## config.mk

```make
export PLATFORM = sky130hd
export DESIGN_NAME = usr_regwr_evq
export DESIGN_NICKNAME = d
export VERILOG_FILES = /design/src/rtl/usr_regwr_evq.sv
export SDC_FILE = /design/constraint.sdc
export NUM_CORES = 1
export LEC_CHECK = 0
export ABC_AREA = 1
export CAP_MARGIN = 40
export CORE_AREA = 2 2 288 204
export CTS_CLUSTER_DIAMETER = 100
export CTS_CLUSTER_SIZE = 10
export DETAILED_ROUTE_END_ITERATION = 16
export DIE_AREA = 0 0 290 206
export PLACE_DENSITY = 0.73
export SETUP_SLACK_MARGIN = 0.02
export SYNTH_ARGS = -nofsm -noshare
export SYNTH_HDL_FRONTEND = slang
export SYNTH_SLANG_ARGS = --single-unit
```

## constraint.sdc

```tcl
create_clock -name usr_clk -period 9.9 [get_ports usr_clk]
set_input_delay 1.98 -clock usr_clk [delete_from_list [all_inputs] [get_ports usr_clk]]
set_output_delay 1.98 -clock usr_clk [all_outputs]
set_load 0.02 [all_outputs]
```

## src/rtl/usr_regwr_evq.sv

```systemverilog
// usr_regwr_evq: filters register-slave write strobes into a FWFT event FIFO with overflow accounting and run-gate flush
module usr_regwr_evq #(
  parameter int          DEPTH    = 16,
  parameter int          AW       = $clog2(DEPTH),
  parameter logic [3:0]  BS_ADDRH = 4'h0,
  parameter logic [13:0] WIN_LO   = 14'd2,
  parameter logic [13:0] WIN_HI   = 14'd511
) (
  input  logic          usr_clk,
  input  logic          usr_rst,
  input  logic          usr_regrw_run_i,
  input  logic          wr_en_i,
  input  logic [19:0]   wr_addr_i,
  input  logic [31:0]   wr_data_i,
  output logic          evt_valid_o,
  input  logic          evt_ready_i,
  output logic [13:0]   evt_addr_o,
  output logic [31:0]   evt_data_o,
  output logic [AW:0]   evq_level_o,
  output logic          evq_full_o,
  output logic [15:0]   ovf_cnt_o,
  output logic          ovf_sticky_o,
  input  logic          clr_i
);
  logic [45:0] mem [DEPTH];
  logic [AW:0] wr_ptr, rd_ptr;
  logic        run_d1, hit, pop, push, drop, run_fall;
  logic [13:0] widx;
  always_comb begin
    widx        = wr_addr_i[15:2];
    run_fall    = ~usr_regrw_run_i & run_d1;
    hit         = wr_en_i & (wr_addr_i[19:16] == BS_ADDRH) & (widx >= WIN_LO) & (widx <= WIN_HI);
    evq_level_o = wr_ptr - rd_ptr;
    evq_full_o  = (wr_ptr ^ rd_ptr) == {1'b1, {AW{1'b0}}};
    evt_valid_o = wr_ptr != rd_ptr;
    pop         = evt_valid_o & evt_ready_i;
    // a hit coinciding with a flush is discarded outright, never counted as a drop
    push        = hit & ~run_fall & (~evq_full_o | pop);
    drop        = hit & ~run_fall & evq_full_o & ~pop;
    {evt_addr_o, evt_data_o} = mem[rd_ptr[AW-1:0]];
  end
  always_ff @(posedge usr_clk) begin
    if (push) mem[wr_ptr[AW-1:0]] <= {widx, wr_data_i};
  end
  always_ff @(posedge usr_clk) begin
    if (usr_rst) begin
      wr_ptr       <= '0;
      rd_ptr       <= '0;
      run_d1       <= 1'b0;
      ovf_cnt_o    <= '0;
      ovf_sticky_o <= 1'b0;
    end else begin
      run_d1 <= usr_regrw_run_i;
      if (run_fall) rd_ptr <= wr_ptr;
      else begin
        if (push) wr_ptr <= wr_ptr + 1'b1;
        if (pop) rd_ptr <= rd_ptr + 1'b1;
      end
      if (clr_i) begin
        ovf_cnt_o    <= '0;
        ovf_sticky_o <= 1'b0;
      end else if (drop) begin
        ovf_cnt_o    <= (ovf_cnt_o == 16'hFFFF) ? ovf_cnt_o : ovf_cnt_o + 16'd1;
        ovf_sticky_o <= 1'b1;
      end
    end
  end
endmodule

```

; ---- Yosys cells after proc, flatten, opt, wreduce, memory -nomap -nowiden
; Memories as Yosys holds them, arrays and structs flattened. A register that Yosys moved wholly into a read port is not among the register bits.
; Cells that the tools add are included.
[totals]
elab_cells = 42
ff_bits = 28
ramBits = 736
output_inout_bits = 70
n_memories = 1
[mem_list]
columns = memory, words, width, rd, rd_clocked_by_memory_dff, wr, line
row1 = mem, 16, 46, 1, 1, 1, 25  ; logic [45:0] mem [DEPTH];
[op_classes]
eq_ne = 3
bitwise_logic = 16
magnitude_cmp = 2
add_sub_neg = 4
muxes = 6
n_reduce_logical = 5
[ops]
columns = operator, n
row1 = $add A16 B1 Y16 const B, 1
row2 = $eq A16 B16 Y1 const B, 1
row3 = $ge A14 B2 Y1 const B, 1
row4 = $le A14 B9 Y1 const B, 1
row5 = $add A5 B1 Y5 const B, 2
row6 = $mux W5, 2
row7 = $and A1 B1 Y1, 9
row8 = $mux W4, 2
row9 = $eq A5 B5 Y1 const B, 1
row10 = $ne A5 B5 Y1, 1
row11 = $not A1 Y1, 5
row12 = $sub A5 B5 Y5, 1
row13 = $xor A5 B5 Y5, 1
row14 = $logic_not A4 Y1, 1
row15 = $reduce_and A2 Y1, 2
row16 = $mux W1, 2
row17 = $reduce_bool A2 Y1, 1
row18 = $reduce_or A2 Y1, 1
row19 = $or A1 B1 Y1, 1

; ---- Depth between registers and ports, before layout
[depth]
ltp_word = 8
mapped_depth = 13
mapped_depth_nobuf = 12

; ---- Worst setup path before layout
; No wires, ideal clock.
[synth_timing]
kind = input-to-reg
startpoint = input wr_addr_i[19]
endpoint = memory mem[11][0] (enable)
n_path_buf = 0
t_arrival_ns = 4.798
cell_stages = 6
slack_ns = 4.652
path_cell_list = or2_2 > nor3_1 > nand3b_1 > nor2_1 > nand3_1 > nor2_1
[synth_via]
elab_chain_cells = 8
[synth_lines]
columns = item, line
row1 = "start, declared", 13  ; input logic [19:0] wr_addr_i,
row2 = $logic_not A4 Y1, 32  ; hit = wr_en_i & (wr_addr_i[19:16] == BS_ADDRH) & (widx >= WIN_LO) & (widx <= WIN_HI);
row3 = $and A1 B1 Y1 (3 in series), 32
row4 = $and A1 B1 Y1 (2 in series), 38  ; push = hit & ~run_fall & (~evq_full_o | pop);
row5 = $mux W1, 43  ; if (push) mem[wr_ptr[AW-1:0]] <= {widx, wr_data_i};
row6 = $mux W1 (not written as such), 43
row7 = "end, declared", 25
; No other way between the ends.

==> summary.txt <==
post-route antenna net violation count -> 0
Pre-antenna DRT Iters -> 5
H-tree level count -> 3
detailed placement HPWL -> 34800 um
CORE AREA -> 57500 sq um
Util after Layout -> 62.0%
Filler cells -> 4090
vias in the first global route -> 18300
worst min path class -> reg -> reg
die height -> 206 um
clk buf depth -> 3
share of cells above drive strength 1 -> 7.01%
largest fanout on the critical path -> 55
starting density of the core -> 54.1%
Die Area -> 59700 sq um
Hold Vio Cnt, Final -> 0
sequential area share after synthesis -> 73.1%
Max-Slew Margin vs Limit -> 20.0%
site row count -> 74
Worst-Skew Late Latency -> 620 ps
GP Congestion -> 0.825
worst vdd ir -> 0.000140 V
r2r setup slk -> 6430 ps
antenna violations before repair -> 5
cts bufs inserted -> 86
I/O pins -> 128
Post-Synthesis Cell Area -> 31100 sq um
final setup fails -> 0
FMAX -> 176 MHz
RSZ-0062 raised after global routing -> no
first-pass GRT wire length -> 105000 um
Avg Cell Area, Syn -> 13.9 sq um
CTS tree -> done
Data required, critical path -> 7920 ps
Die Width -> 290 um
leak pwr -> 11.8 nW
pin count of the biggest net entering global routing -> 236
Clock Skew -> 13.4 ps
r2r endpoint -> mem[12][26]$_DFFE_PP_
Nets -> 2424
crit path capture -> evt_data_o[31]
Overall Global Routing Usage -> 23.2%
MaxCap Viol Count -> 0
clock sinks -> 768
Area Growth Syn to Fin -> 14.6%
final global-route overflow total -> 0
Multi-input gate area -> 6930 sq um
Synth Warn # -> 0
IO buf count -> 125
Tcrit/Tclk final -> 57.4%
max-slew violation count -> 0
Setup crit end kind -> primary output
Post-Layout Cell Count -> 3130
WL final -> 69200 um
via count -> 18400
DR WL/cell -> 22.1 um
clock-pin slew on the worst setup and hold paths -> 50 ps
DR iter-0 viols -> 1763
outcome -> finished, final reports clean
Post-CTS Setup Bufs -> 0
sequential standard cell area -> 22800 sq um
Final min period -> 5680 ps
post-synth cell types -> 36
actual slew at the worst max-slew pin -> 1200 ps
pwr dens -> 198 nW/um^2
placed cell count -> 3027
Crit Path Class -> reg -> out
crit path launch type -> flip-flop
vias per inst -> 5.89
Syn Nets -> 2307
cells resized by post-CTS repair -> 0
Reg2Reg Depth -> 9
Post-Syn Instances -> 2238
Remaining DRCs -> 0
Worst Path Arrival -> 3700 ps
clock root cell -> clkbuf_16
R2R Path Start -> wr_ptr[3]$_SDFFE_PP0P_
# hold bufs at CTS -> 0
final setup TNS -> 0 ps
Seq cells post-synth -> 768
==> registers in the layout (all words and copies together) (netlist names), named ones only <==
signal,count
mem,736
ovf_cnt_o,16
rd_ptr,5
wr_ptr,5
ovf_sticky_o,1
run_d1,1
==> worst min path at each step <==
stage	from	to	slack (ps)	cells after the start
final	ovf_sticky_o$_SDFFE_PP0P_	ovf_sticky_o$_SDFFE_PP0P_	490	1
after global routing	ovf_sticky_o$_SDFFE_PP0P_	ovf_sticky_o$_SDFFE_PP0P_	500	1
after CTS	ovf_sticky_o$_SDFFE_PP0P_	ovf_sticky_o$_SDFFE_PP0P_	490	1
after detailed placement	ovf_sticky_o$_SDFFE_PP0P_	ovf_sticky_o$_SDFFE_PP0P_	480	1
after global placement	ovf_sticky_o$_SDFFE_PP0P_	ovf_sticky_o$_SDFFE_PP0P_	450	1
after floorplan	rd_ptr[4]$_SDFFE_PP0N_	rd_ptr[4]$_SDFFE_PP0N_	450	2
==> synth_stat cells <==
master    instances  area share, %
nand3b_1          1          0.024
inv_1           240            2.9
buf_1             6          0.072
buf_6             4           0.14
nand4_1          11           0.22
clkbuf_1         71           0.86
nor3_1            9           0.14
a211oi_1          2          0.048
inv_2             1          0.012
buf_4            17           0.41
nand2_1         115            1.4
xor2_1            5           0.14
ha_1             10           0.40
a31oi_1           1          0.020
o21a_1            1          0.024
a21oi_1         194            3.1
nand2_2           5           0.10
o211ai_1        184            4.4
o21ai_0         221            3.6
nor3_2            1          0.032
xnor2_1           1          0.028
nand3_2           1          0.032
nor2_4            2          0.072
a22oi_1           1          0.024
edfxtp_1        736             71
mux2i_1         184            5.9
and3_1            1          0.020
nor2_1           58           0.70
dfxtp_1          32            2.1
nand3_1          74            1.2
buf_2            36           0.58
or2_2             1          0.020
fa_1              1          0.064
clkinv_1          1          0.012
o21ai_1           8           0.13
nor2_2            2          0.040
==> per-stage QoR <==
stage	power [mW]	instance area [sq um]	worst slack (ps)	hold slack, ps
5_1_grt	7.30	35600	4040	503
3_3_place_gp	4.35	33000	4360	453
4_1_cts	7.11	35600	4180	492
3_5_place_dp	4.38	33300	4230	475
6_report	7.06	35600	4220	490
2_1_floorplan	4.12	31100	4650	451
==> report_power, final <==
group	switching, mW	total, mW	leakage, nW	internal, mW
Combinational	0.448	0.735	3.84	0.288
Clock	1.14	2.74	1.13	1.60
Sequential	0.0213	3.58	6.87	3.56
Total	1.60	7.06	11.8	5.45
==> cell families (layout without fill, tap and decap cells) <==
| family | count (synthesis) | in the layout | share of synthesized area [%] |
|---|---|---|---|
| simple gates | 281 | 281 | 3.99 |
| xor+xnor | 6 | 6 | 0.169 |
| mux | 184 | 184 | 5.92 |
| fa+ha+maj | 11 | 11 | 0.467 |
| flops | 768 | 768 | 73.1 |
| buf+inv | 376 | 506 | 4.98 |
| other cells | 0 | 2 | 0 |
| compound gates | 612 | 612 | 11.4 |
==> routing by layer <==
metal / global-route usage (%) / share of wire (%) / up-vias / wire (um)
li1: - / - / 8497 / -
met2: 38.3 / 48 / 670 / 32900
met4: 7.16 / 2.3 / 4 / 1580
met1: 31.9 / 43 / 9142 / 29900
met3: 4.22 / 6.8 / 121 / 4730
met5: 0 / 0.032 / - / 22
==> area by class of cell <==
class	count	share of cell area, %
Antenna cell	2	0.0140
Clock inverter	4	0.105
Timing Repair Buffer	163	4.97
Multi-Input combinational cell	1094	19.5
Clock buffer	97	6.39
Inverter	242	2.57
Tap cell	760	2.67
Sequential cell	768	63.8
==> cell usage in the layout, fill, tap and decap left out, drive strengths merged, types with 2 or more instances in the layout <==
cell	n
a211oi	2
a21oi	194
buf	38
clkbuf	97
clkdlybuf4s50	125
clkinv	2
dfxtp	32
diode	2
edfxtp	736
ha	10
inv	244
mux2i	184
nand2	120
nand3	75
nand4	11
nor2	62
nor3	10
o211ai	184
o21ai	229
xor2	5
==> worst max-delay path, cell delays in order, from the launching register on <==
cell,delay [ps]
dfxtp_4,650
buf_4,600
buf_4,720
o211ai_1,190
o211ai_1,140
nand2_1,180
clkdlybuf4s50_1,580
Power figures use the tool's default switching activity.
